**config.mk**
```make
export PLATFORM = sky130hd
export DESIGN_NAME = time_report_tx
export DESIGN_NICKNAME = d
export VERILOG_FILES = /design/src/rtl/time_report_tx.sv
export SDC_FILE = /design/constraint.sdc
export NUM_CORES = 1
export LEC_CHECK = 0
export CORE_UTILIZATION = 58
export DETAILED_ROUTE_END_ITERATION = 12
export HOLD_SLACK_MARGIN = 0.1
export PLACE_DENSITY = 0.8
export REMOVE_ABC_BUFFERS = 1
export SYNTH_ARGS = -nofsm -noshare
export SYNTH_HDL_FRONTEND = slang
export SYNTH_SLANG_ARGS = --single-unit
export TNS_END_PERCENT = 10
```
**constraint.sdc**
```tcl
create_clock -name clk -period 4.6 [get_ports clk]
set_input_delay 0.46 -clock clk [delete_from_list [all_inputs] [get_ports clk]]
set_output_delay 0.46 -clock clk [all_outputs]
set_load 0.01 [all_outputs]
```
**src/rtl/time_report_tx.sv**
```systemverilog
// Time report UART transmitter: snapshots the displayed time and sends it
// to the PC as "Xhh:mm:ss.cc\r\n" over 8N1. Option: PERIODIC_REPORT_EN.
module time_report_tx #(
    parameter int CLK_FREQ  = 100_000_000,
    parameter int BAUD_RATE = 9600
) (
    input  logic       clk,
    input  logic       reset,
    input  logic       i_send,
    input  logic       i_mode,
    input  logic [6:0] i_hour,
    input  logic [6:0] i_min,
    input  logic [6:0] i_sec,
    input  logic [6:0] i_msec,
    output logic       o_tx,
    output logic       o_busy,
    output logic       o_done
);

    localparam int BAUD_DIV = CLK_FREQ / BAUD_RATE;
    localparam int CW = (BAUD_DIV > 2) ? $clog2(BAUD_DIV) : 1;
    localparam logic [CW-1:0] CNT_LAST = CW'(BAUD_DIV - 1);
    localparam logic [3:0] LAST_IDX = 4'd13;

    typedef enum logic [2:0] {
        S_IDLE,
        S_START,
        S_DATA,
        S_STOP,
        S_DONE
    } state_t;

    state_t        state_q, state_d;
    logic [CW-1:0] cnt_q, cnt_d;
    logic [2:0]    bit_q, bit_d;
    logic [3:0]    idx_q, idx_d;
    logic          tx_q, tx_d;

    logic          mode_q;
    logic [6:0]    hour_q, min_q, sec_q, msec_q;

    logic          start_req;
    logic          accept;
    logic          cnt_last;
    logic [2:0]    nxt_bit;
    logic [7:0]    cur_byte;
    logic [15:0]   hh, mm, ss, cc;

    // Two ASCII digits of a field; anything above 99 reads as "99".
    function automatic logic [15:0] enc2(input logic [6:0] v);
        logic [6:0] c;
        logic [3:0] t;
        logic [3:0] o;
        c = (v > 7'd99) ? 7'd99 : v;
        t = 4'(c / 7'd10);
        o = 4'(c % 7'd10);
        return {4'h3, t, 4'h3, o};
    endfunction

    assign hh = enc2(hour_q);
    assign mm = enc2(min_q);
    assign ss = enc2(sec_q);
    assign cc = enc2(msec_q);

    always_comb begin
        cur_byte = 8'h0A;
        case (idx_q)
            4'd0:    cur_byte = mode_q ? 8'h57 : 8'h53;
            4'd1:    cur_byte = hh[15:8];
            4'd2:    cur_byte = hh[7:0];
            4'd3:    cur_byte = 8'h3A;
            4'd4:    cur_byte = mm[15:8];
            4'd5:    cur_byte = mm[7:0];
            4'd6:    cur_byte = 8'h3A;
            4'd7:    cur_byte = ss[15:8];
            4'd8:    cur_byte = ss[7:0];
            4'd9:    cur_byte = 8'h2E;
            4'd10:   cur_byte = cc[15:8];
            4'd11:   cur_byte = cc[7:0];
            4'd12:   cur_byte = 8'h0D;
            default: cur_byte = 8'h0A;
        endcase
    end

`ifdef PERIODIC_REPORT_EN
    logic [6:0] sec_prev_q;
    logic       pend_q, pend_d;
    logic       trig;

    assign trig      = (i_sec != sec_prev_q);
    assign start_req = i_send | trig | pend_q;

    // A change seen while busy (DONE included) is remembered once.
    always_comb begin
        pend_d = pend_q;
        if (accept)
            pend_d = 1'b0;
        else if (trig && state_q != S_IDLE)
            pend_d = 1'b1;
    end

    always_ff @(posedge clk or posedge reset) begin
        if (reset) begin
            sec_prev_q <= 7'd0;
            pend_q     <= 1'b0;
        end else begin
            sec_prev_q <= i_sec;
            pend_q     <= pend_d;
        end
    end
`else
    assign start_req = i_send;
`endif

    assign accept   = (state_q == S_IDLE) && start_req;
    assign cnt_last = (cnt_q == CNT_LAST);
    assign nxt_bit  = bit_q + 3'd1;

    always_comb begin
        state_d = state_q;
        cnt_d   = cnt_q + CW'(1);
        bit_d   = bit_q;
        idx_d   = idx_q;
        tx_d    = tx_q;
        unique case (state_q)
            S_IDLE: begin
                cnt_d = '0;
                tx_d  = 1'b1;
                if (accept) begin
                    state_d = S_START;
                    idx_d   = 4'd0;
                    tx_d    = 1'b0;
                end
            end
            S_START: begin
                if (cnt_last) begin
                    cnt_d   = '0;
                    bit_d   = 3'd0;
                    tx_d    = cur_byte[0];
                    state_d = S_DATA;
                end
            end
            S_DATA: begin
                if (cnt_last) begin
                    cnt_d = '0;
                    if (bit_q == 3'd7) begin
                        state_d = S_STOP;
                        tx_d    = 1'b1;
                    end else begin
                        bit_d = nxt_bit;
                        tx_d  = cur_byte[nxt_bit];
                    end
                end
            end
            S_STOP: begin
                if (cnt_last) begin
                    cnt_d = '0;
                    if (idx_q < LAST_IDX) begin
                        idx_d   = idx_q + 4'd1;
                        state_d = S_START;
                        tx_d    = 1'b0;
                    end else begin
                        state_d = S_DONE;
                    end
                end
            end
            S_DONE: begin
                cnt_d   = '0;
                tx_d    = 1'b1;
                state_d = S_IDLE;
            end
            default: begin
                cnt_d   = '0;
                tx_d    = 1'b1;
                state_d = S_IDLE;
            end
        endcase
    end

    always_ff @(posedge clk or posedge reset) begin
        if (reset) begin
            state_q <= S_IDLE;
            cnt_q   <= '0;
            bit_q   <= 3'd0;
            idx_q   <= 4'd0;
            tx_q    <= 1'b1;
        end else begin
            state_q <= state_d;
            cnt_q   <= cnt_d;
            bit_q   <= bit_d;
            idx_q   <= idx_d;
            tx_q    <= tx_d;
        end
    end

    always_ff @(posedge clk or posedge reset) begin
        if (reset) begin
            mode_q <= 1'b0;
            hour_q <= 7'd0;
            min_q  <= 7'd0;
            sec_q  <= 7'd0;
            msec_q <= 7'd0;
        end else if (accept) begin
            mode_q <= i_mode;
            hour_q <= i_hour;
            min_q  <= i_min;
            sec_q  <= i_sec;
            msec_q <= i_msec;
        end
    end

    assign o_tx   = tx_q;
    assign o_busy = (state_q != S_IDLE);
    assign o_done = (state_q == S_DONE);

endmodule

```
==> results_dict.tcl, run 1 <==
set metrics [dict create \
    slowest_delay_ns 0.73 \
    ys_async_sr_fraction_pct 100 \
    ys_seq_area_share_pct 34.7 \
    place_area_mm2 0.00435 \
    core_area_mm2 0.00642 \
    final_cells 609 \
    maxSlewHeadroom_pct 19.1 \
    clock_sinks 54 \
    power.density_mw_per_mm2 570 \
    synth_top_area_cell "dfrtp_1" \
    cp_top_family "compound AO/OA/AOI/OAI gates" \
    critPathSlowestCell "dfrtp_1" \
    antenna_found_initial 0 \
    cts_made_buffers 5 \
    final_cell_mix "nand2_1 (117), dfrtp_1 (53), nor2_1 (42), clkdlybuf4s50_1 (34), nand3_1 (23)" \
    yosysWarnings 0 \
    finalHoldViolCount 0 \
    placed_cells 600 \
    ctsHoldBuffers 0 \
    wirelength_um 10900 \
    syn_avg_cell_area_um2 7.84 \
    finalSetupViolations 0 \
    synth.area.top_cells "dfrtp_1 (34%), nand2_1 (11%), nor2_1 (4.0%)" \
    die_height_um 84.0 \
    grtUsageTotal_pct 32.7 \
    run_status "finished, violations left" \
    synth-edff-count 0 \
    drv_cap 0 \
    utilization_pct 70.2 \
    cts_max_level 2 \
    vias 3984 \
    worstMarginPinSlew_ns 1.21 \
    start_util_pct 60.7 \
    yosys.cell_types.count 67 \
    grt_pass1_wl_um 18500 \
    clockBufferDepth 2 \
    skew_ns 0.00682 \
    max_freq_ghz 0.232 \
    end_kind "flop" \
    clkTransAtPathRegs_ns 0.10 \
    drv_slew 0 \
    die_w_um 84.0 \
    cts_root_buf "clkbuf_8" \
    dp_hpwl_um 8030 \
    crit_buf_inv 0 \
    finalCritPeriodShare_pct 93.9 \
    syn_inst 497 \
    layout_commonest_cell "nand2_1" \
    setup.worst_path.class "flop to flop" \
    grt_pass1_vias 3748 \
    violations "design-rule violations" \
    cts_tree "built" \
    crit_chain "nor2b_2 > a21oi_2 > a221o_1 > nor3_1 > o21bai_1 > mux2i_1 > ha_1 > a221oi_1 > o211ai_1 > a32oi_1 > nor3b_1 > or4_1 > o32ai_2" \
    place_congestion 1.02 \
    crit_arrival_ns 4.55 \
    synth_ff_type "dfrtp_1" \
    timing.hold.ws_ns 0.496 \
    ff2ff_setup_slack_ns 0.28 \
    clock_latency_ns 0.31 \
    drive_gt1_share_pct 8.27 \
    via_per_inst 6.54 \
    irDropWorstVdd_mv 0.264 \
    crit_path_start_kind "flop" \
    finalSetupTns_ns 0 \
    nets 573 \
    syn_area_mm2 0.00390 \
    io_pins 35 \
    drt-initial-drc-count 446 \
    p_leak_nw 1.96 \
    rsz0062_at_grt "no" \
    crit_path_max_fanout 20 \
    antenna_cells 0 \
    portBuffers 34 \
    grt-ovfl-total 0 \
    first_pass_iters 9 \
    drc_errors 2 \
    ant_nets 0 \
    ys_ff_latch 54 \
    syn2layout_area_growth_pct 15.7 \
    stdcell_area_mm2 0.00451 \
    grt_max_degree 55 \
    die_area_mm2 0.00705 \
    wl_per_cell_um 17.9 \
    rows 29 \
    period_minus_slack_ns 4.32 \
    hp-class "flop to flop" \
    cp.required_ns 4.83 \
    yosys.area.top_type_share_pct 34.0 \
]
==> flip-flops by register name, indices dropped and copies added, names as in the netlist <==
signal   count
sec_q        7
state_q      3
msec_q       7
idx_q        4
cnt_q       14
min_q        7
o_tx         1
bit_q        3
hour_q       7
mode_q       1
==> power breakdown <==
part	total, mW	switching [mW]	internal (mW)
sequential	0.811	0.186	0.625
clock	0.327	0.165	0.163
combinational	1.43	0.845	0.584
==> through the flow <==
stage / worst slack [ns] / power (mW)
final: 0.283 / 2.57
after global routing: 0.0389 / 2.76
after CTS: 0.0508 / 2.50
after detailed placement: 0.115 / 2.16
after global placement: 0.159 / 2.11
after floorplan: 0.521 / 1.72
==> cells in the mapped netlist, types with 7 or more instances <==
| cell | number |
|---|---|
| nand2_1 | 117 |
| dfrtp_1 | 53 |
| nor2_1 | 42 |
| nand3_1 | 23 |
| clkbuf_1 | 19 |
| a21oi_1 | 18 |
| o21ai_0 | 17 |
| inv_1 | 14 |
| nand4_1 | 14 |
| a211oi_1 | 11 |
| ha_1 | 10 |
| xnor2_1 | 10 |
| nor3_1 | 9 |
| a31oi_1 | 8 |
| xor2_1 | 8 |
| a21o_1 | 7 |
| o211ai_1 | 7 |
==> path summary, 6_finish.rpt <==
check	startpoint	to	depth (start not counted)
worst max-delay path	idx_q[2]	o_tx	13
worst max register to register	idx_q[2]	o_tx	13
worst min register to register	hour_q[1]	hour_q[1]	2
worst min-delay path	hour_q[1]	hour_q[1]	2
max in group asynchronous	reset	cnt_q[11]	2
min in group asynchronous	reset	sec_q[4]	2
==> timing repair <==
| action | 4_1_cts | 5_1_grt |
|---|---|---|
| gates resized for setup | 0 | 8 |
| setup buffers | 0 | 1 |
| setup endpoints to repair | 0 | 1 |
==> layer usage <==
layer / GRT usage, % / wire (um) / up-vias
met4: 10.3 / 270 / 0
li1: - / - / 1870
met3: 5.14 / 986 / 34
met2: 52.2 / 4970 / 233
met5: 0 / 0 / -
met1: 45.5 / 4660 / 1847
==> cell families (layout without fill, tap and decap cells) <==
group                      count (synthesis)  in the layout  share of synthesized area, %
buffers and inverters                     38             73                          3.89
xor gates and xnor gates                  18             18                          4.05
and+or+nand+nor                          246            246                          28.9
DFF                                       54             54                          34.7
muxes                                      5              5                          1.35
adders and majority gates                 10             10                          3.21
AOI/OAI and AO/OA                        126            126                          23.9
==> worst reg2reg max path: cells and delay by family (launching register included) <==
kind                     cells  cell delay, ns
AO/OA/AOI/OAI                7            1.77
AND/OR/NAND/NOR              4            1.39
flip-flops                   1            0.73
adder cells (fa/ha/maj)      1            0.23
multiplexers                 1            0.12
==> final cells by class <==
class / instances / area (um2)
Clock inverter: 2 / 37.5
Multi-Input combinational cell: 405 / 2430
Sequential cell: 54 / 1350
Timing Repair Buffer: 51 / 468
Fill cell: 507 / 1920
Inverter: 14 / 52.6
Clock buffer: 6 / 72.6
Tap cell: 77 / 96.3
Power figures use the tool's default switching activity.
==> run 2: changes to the inputs <==
Settings changed: CAP_MARGIN from default to 25.
==> results_dict.tcl, run 2 (synthesized netlist as in run 1, its figures left out) <==
set metrics [dict create \
    clkTransAtPathRegs_ns 0.11 \
    crit_path_start_kind "flop" \
    clockBufferDepth 2 \
    fill_cells 521 \
    top_register "cnt_q" \
    layout_commonest_cell "nand2_1" \
    utilization_pct 71.0 \
    crit_path_max_fanout 9 \
    grt_pass1_vias 3855 \
    portBuffers 34 \
    finalSetupTns_ns 0 \
    wirelength_um 10900 \
    place_congestion 1.02 \
    maxSlewHeadroom_pct 52.4 \
    drive_gt1_share_pct 8.80 \
    max_freq_ghz 0.233 \
    dp_slack_ns 0.104 \
    vias 3992 \
    die_w_um 84.0 \
    violations "design-rule violations" \
    p_leak_nw 1.99 \
    wl_per_cell_um 17.8 \
    grt-ovfl-total 0 \
    die_area_mm2 0.00705 \
    finalCritPeriodShare_pct 93.2 \
    worstMarginPinSlew_ns 0.708 \
    cts_root_buf "clkbuf_8" \
    cts_max_level 2 \
    final_cell_mix "nand2_1 (117), dfrtp_1 (52), nor2_1 (40), clkdlybuf4s50_1 (34), nand3_1 (23)" \
    clock_sinks 54 \
    first_pass_iters 9 \
    drv_cap 0 \
    core_area_mm2 0.00642 \
    drc_errors 2 \
    start_util_pct 60.7 \
    ant_nets 0 \
    skew_ns 0.0184 \
    period_minus_slack_ns 4.28 \
    syn2layout_area_growth_pct 17.0 \
    hp-class "primary input to asynchronous set/reset pin" \
    rr_worst_depth 15 \
    drv_slew 0 \
    rows 29 \
    antenna_cells 0 \
    crit_arrival_ns 4.53 \
    irDropWorstVdd_mv 0.262 \
    dp_hpwl_um 8190 \
    grtUsageTotal_pct 33.0 \
    end_kind "flop" \
    grt_pass1_wl_um 18600 \
    die_height_um 84.0 \
    finalHoldViolCount 0 \
    cp.required_ns 4.84 \
    run_status "finished, violations left" \
    largest_reg_flops 14 \
    antenna_found_initial 0 \
    power.density_mw_per_mm2 567 \
    via_per_inst 6.53 \
    setup.worst_path.class "flop to flop" \
    cts_made_buffers 5 \
    clock_latency_ns 0.33 \
    setup_ws_ns 0.315 \
    nets 575 \
    rsz0062_at_grt "no" \
    finalSetupViolations 0 \
    cts_tree "built" \
    grt_max_degree 45 \
    io_pins 35 \
    drt-initial-drc-count 367 \
]
[run 2: power by group]
part           switching [mW]  internal [mW]
Sequential              0.183          0.625
Clock                   0.181          0.167
Combinational           0.838          0.591
[run 2: path summary, 6_finish.rpt]
check	slack, ns	from	end
setup / recovery	0.32	idx_q[0]	o_tx
hold / removal	0.37	reset	cnt_q[0]
setup reg to reg	0.32	idx_q[0]	o_tx
hold reg to reg	0.48	hour_q[0]	hour_q[0]
max in group asynchronous	3.68	reset	o_tx
min in group clk	0.48	hour_q[0]	hour_q[0]
[run 2: worst max-delay path, cell delays in order (launching register included)]
cell and delay (ns):
dfrtp_1 0.45, inv_1 0.11, ha_1 0.26, and3b_1 0.39
a21oi_2 0.12, a221o_1 0.44, nor3_1 0.38, o21bai_1 0.17
mux2i_1 0.11, ha_1 0.23, a221oi_1 0.31, o211ai_1 0.14
a32oi_1 0.34, nor3b_1 0.09, or4_1 0.43, o32ai_2 0.21
[run 2: area by class of cell]
class / instances / area [um2] / area share (%)
Clock buffer: 5 / 68.8 / 1.51
Sequential cell: 54 / 1350 / 29.7
Multi-Input combinational cell: 405 / 2420 / 53.2
Tap cell: 77 / 96.3 / 2.11
Inverter: 14 / 52.6 / 1.15
Clock inverter: 3 / 47.5 / 1.04
Timing Repair Buffer: 53 / 515 / 11.3
[run 2: layer usage]
metal	part of all wire, %	GRT usage (%)
met1	44	45.2
met4	2.9	12.4
met3	7.6	6.53
met2	45	51.6
met5	0	0
[run 2: repair_timing]
| item | 4_1_cts | 5_1_grt |
|---|---|---|
| buffers inserted | 0 | 1 |
| resized for setup | 0 | 9 |
| setup endpoints to repair | 0 | 1 |
| hold buffers | 0 | 0 |
[run 2: stage by stage]
step           hold WS (ns)  instances  cell area, um2  power [mW]
2_1_floorplan         0.437        473            3800        1.72
3_3_place_gp          0.452        600            4350        2.11
3_5_place_dp          0.456        602            4400        2.18
4_1_cts               0.383        610            4520        2.53
5_1_grt               0.420        611            4560        2.77
6_report              0.375        611            4560        2.58
==> patch, RTL diff (flow settings as in run 1) <==
`CLK_FREQ`: 100_000_000 -> 25_000_000.
--- a/src/rtl/time_report_tx.sv
+++ b/src/rtl/time_report_tx.sv
@@ -1,7 +1,7 @@
 // Time report UART transmitter: snapshots the displayed time and sends it
 // to the PC as "Xhh:mm:ss.cc\r\n" over 8N1. Option: PERIODIC_REPORT_EN.
 module time_report_tx #(
-    parameter int CLK_FREQ  = 100_000_000,
+    parameter int CLK_FREQ  = 25_000_000,
     parameter int BAUD_RATE = 9600
 ) (
     input  logic       clk,
Formal check against the unedited RTL: no difference found for any inputs over 10 cycles, from zero or initial values and one cycle with reset high; that may be too few to reach the edited logic, so the function may still have changed.
==> patch against run 1 <==
Cell area fell by 0.86%; synthesized area rose by 2.9%; clock skew fell by 0.0018 ns; setup slack improved by 0.19 ns; sequential share of layout area fell by 0.86 points; global-route usage fell by 2.6 points; synthesized cell count fell by 9.5%; sequential cell count fell by 2; routed wire length fell by 5.7%; critical path depth rose by 4; count of clock-buffer cells in the layout did not move; critical endpoint unchanged; highest routed layer unchanged.
Power is not compared: it rests on default switching activity, and its combinational part moved more than twofold at a synthesized area within 25%.
==> patch: results (changes against run 1) <==
INFO  metric grt_util_all_layers = 30.1% (was 32.7%)
INFO  metric gp_routability_congestion = 0.992 (was 1.02)
INFO  metric worst_path_largest_cell_delay = 0.48 ns (was 0.73 ns)
INFO  metric syn_avg_cell_area = 8.91 um2 (was 7.84 um2)
INFO  metric cell_variety_after_synth = 75 (was 67)
INFO  metric dp_hpwl = 7.79 mm (was 8.03 mm)
INFO  metric detailed_place.area = 4350 um2 (about the same)
INFO  metric timing.final.crit_period = 4.12 ns (was 4.32 ns)
INFO  metric grt_max_degree = 53 (was 55)
INFO  metric initialDrtViolationCount = 434 (was 446)
INFO  metric hold_path_startpoint = bit_q[1] (was hour_q[1])
INFO  metric first_global_vias = 3507 (was 3748)
INFO  metric drtPass1Iterations = 7 (was 9)
INFO  metric max-slew-margin-rel = 43.6% (was 19.1%)
INFO  metric wl_per_cell = 18.7 um (was 17.9 um)
INFO  metric critical_path.startpoint = idx_q[0] (was idx_q[2])
INFO  metric largest_register_ff_count = 12 (was 14)
INFO  metric arrival = 4.35 ns (was 4.55 ns)
INFO  metric layout.nets = 514 (was 573)
INFO  metric grt_pass1_wl = 17.4 mm (was 18.5 mm)
INFO  metric reg2reg_setup_slack = 0.48 ns (was 0.28 ns)
INFO  metric fraction_of_final_layout_cells_sized_beyond_drive_strength_1 = 13.1% (was 8.27%)
INFO  metric run_status = completed (was finished with violations)
INFO  metric dp.cells = 541 (was 600)
INFO  metric instances_no_fill = 549 (was 609)
[patch: changes by cell type after synthesis, sizes merged, moves of 7 or more]
cell / run 1 / this run
nand2: 117 / 37
o21ai: 19 / 26
buf: 5 / 12
clkbuf: 19 / 12
nor2: 42 / 32
mux2: 2 / 29
a211oi: 11 / 4
[patch: worst min-delay path: cells and delay by family, from the launching register on]
family,cells,cell delay (ns)
and+or+nand+nor,1,0.06
AOI/OAI and AO/OA,1,0.06
DFF,1,0.36
[patch: worst paths after layout]
path | endpoint | depth (start not counted)
max | o_tx | 17
min | bit_q[1] | 2
max reg2reg | o_tx | 17
min reg2reg | bit_q[1] | 2
max in group asynchronous | idx_q[2] | 3
min in group asynchronous | sec_q[5] | 3
[patch: cell families (layout without fill, tap and decap cells)]
| group | count (synthesis) | count (layout) | synth area share (%) |
|---|---|---|---|
| AO/OA/AOI/OAI | 135 | 135 | 24.8 |
| adder cells (fa/ha/maj) | 11 | 11 | 3.43 |
| flip-flops | 52 | 52 | 32.5 |
| multiplexers | 32 | 32 | 8.90 |
| AND/OR/NAND/NOR | 165 | 165 | 22.2 |
| XOR/XNOR | 16 | 16 | 3.50 |
| buffers and inverters | 39 | 61 | 4.68 |
[patch: layout make-up]
type                       instances  share of cell area (%)
multi-input combinational        359                    56.4
sequential                        52                    29.2
timing repair buffer              38                    8.29
tap                               77                    2.16
clock buffer                       6                    1.85
inverter                          15                    1.26
clock inverter                     2                   0.868
[patch: power groups by stage]
stage	Clock (mW)	Combinational [mW]	Sequential (mW)
finish	0.332	0.192	0.493
global route	0.359	0.209	0.495
CTS	0.339	0.188	0.492
detailed placement	0	0.187	0.501
global placement	0	0.183	0.500
floorplan	0	0.128	0.493
[patch: routing by layer]
metal  track usage (%)  routed length [um]
met3              5.64                 844
met4              6.78                 107
met1              43.8                4690
met5                 0                   0
met2              46.8                4640
[patch: stage by stage]
step	hold WS (ns)	power (mW)	util, %
after floorplan	0.454	0.621	-
after global placement	0.471	0.684	66.9
after detailed placement	0.489	0.688	66.9
after CTS	0.508	1.02	68.8
after global routing	0.522	1.06	68.8
final	0.506	1.02	68.8
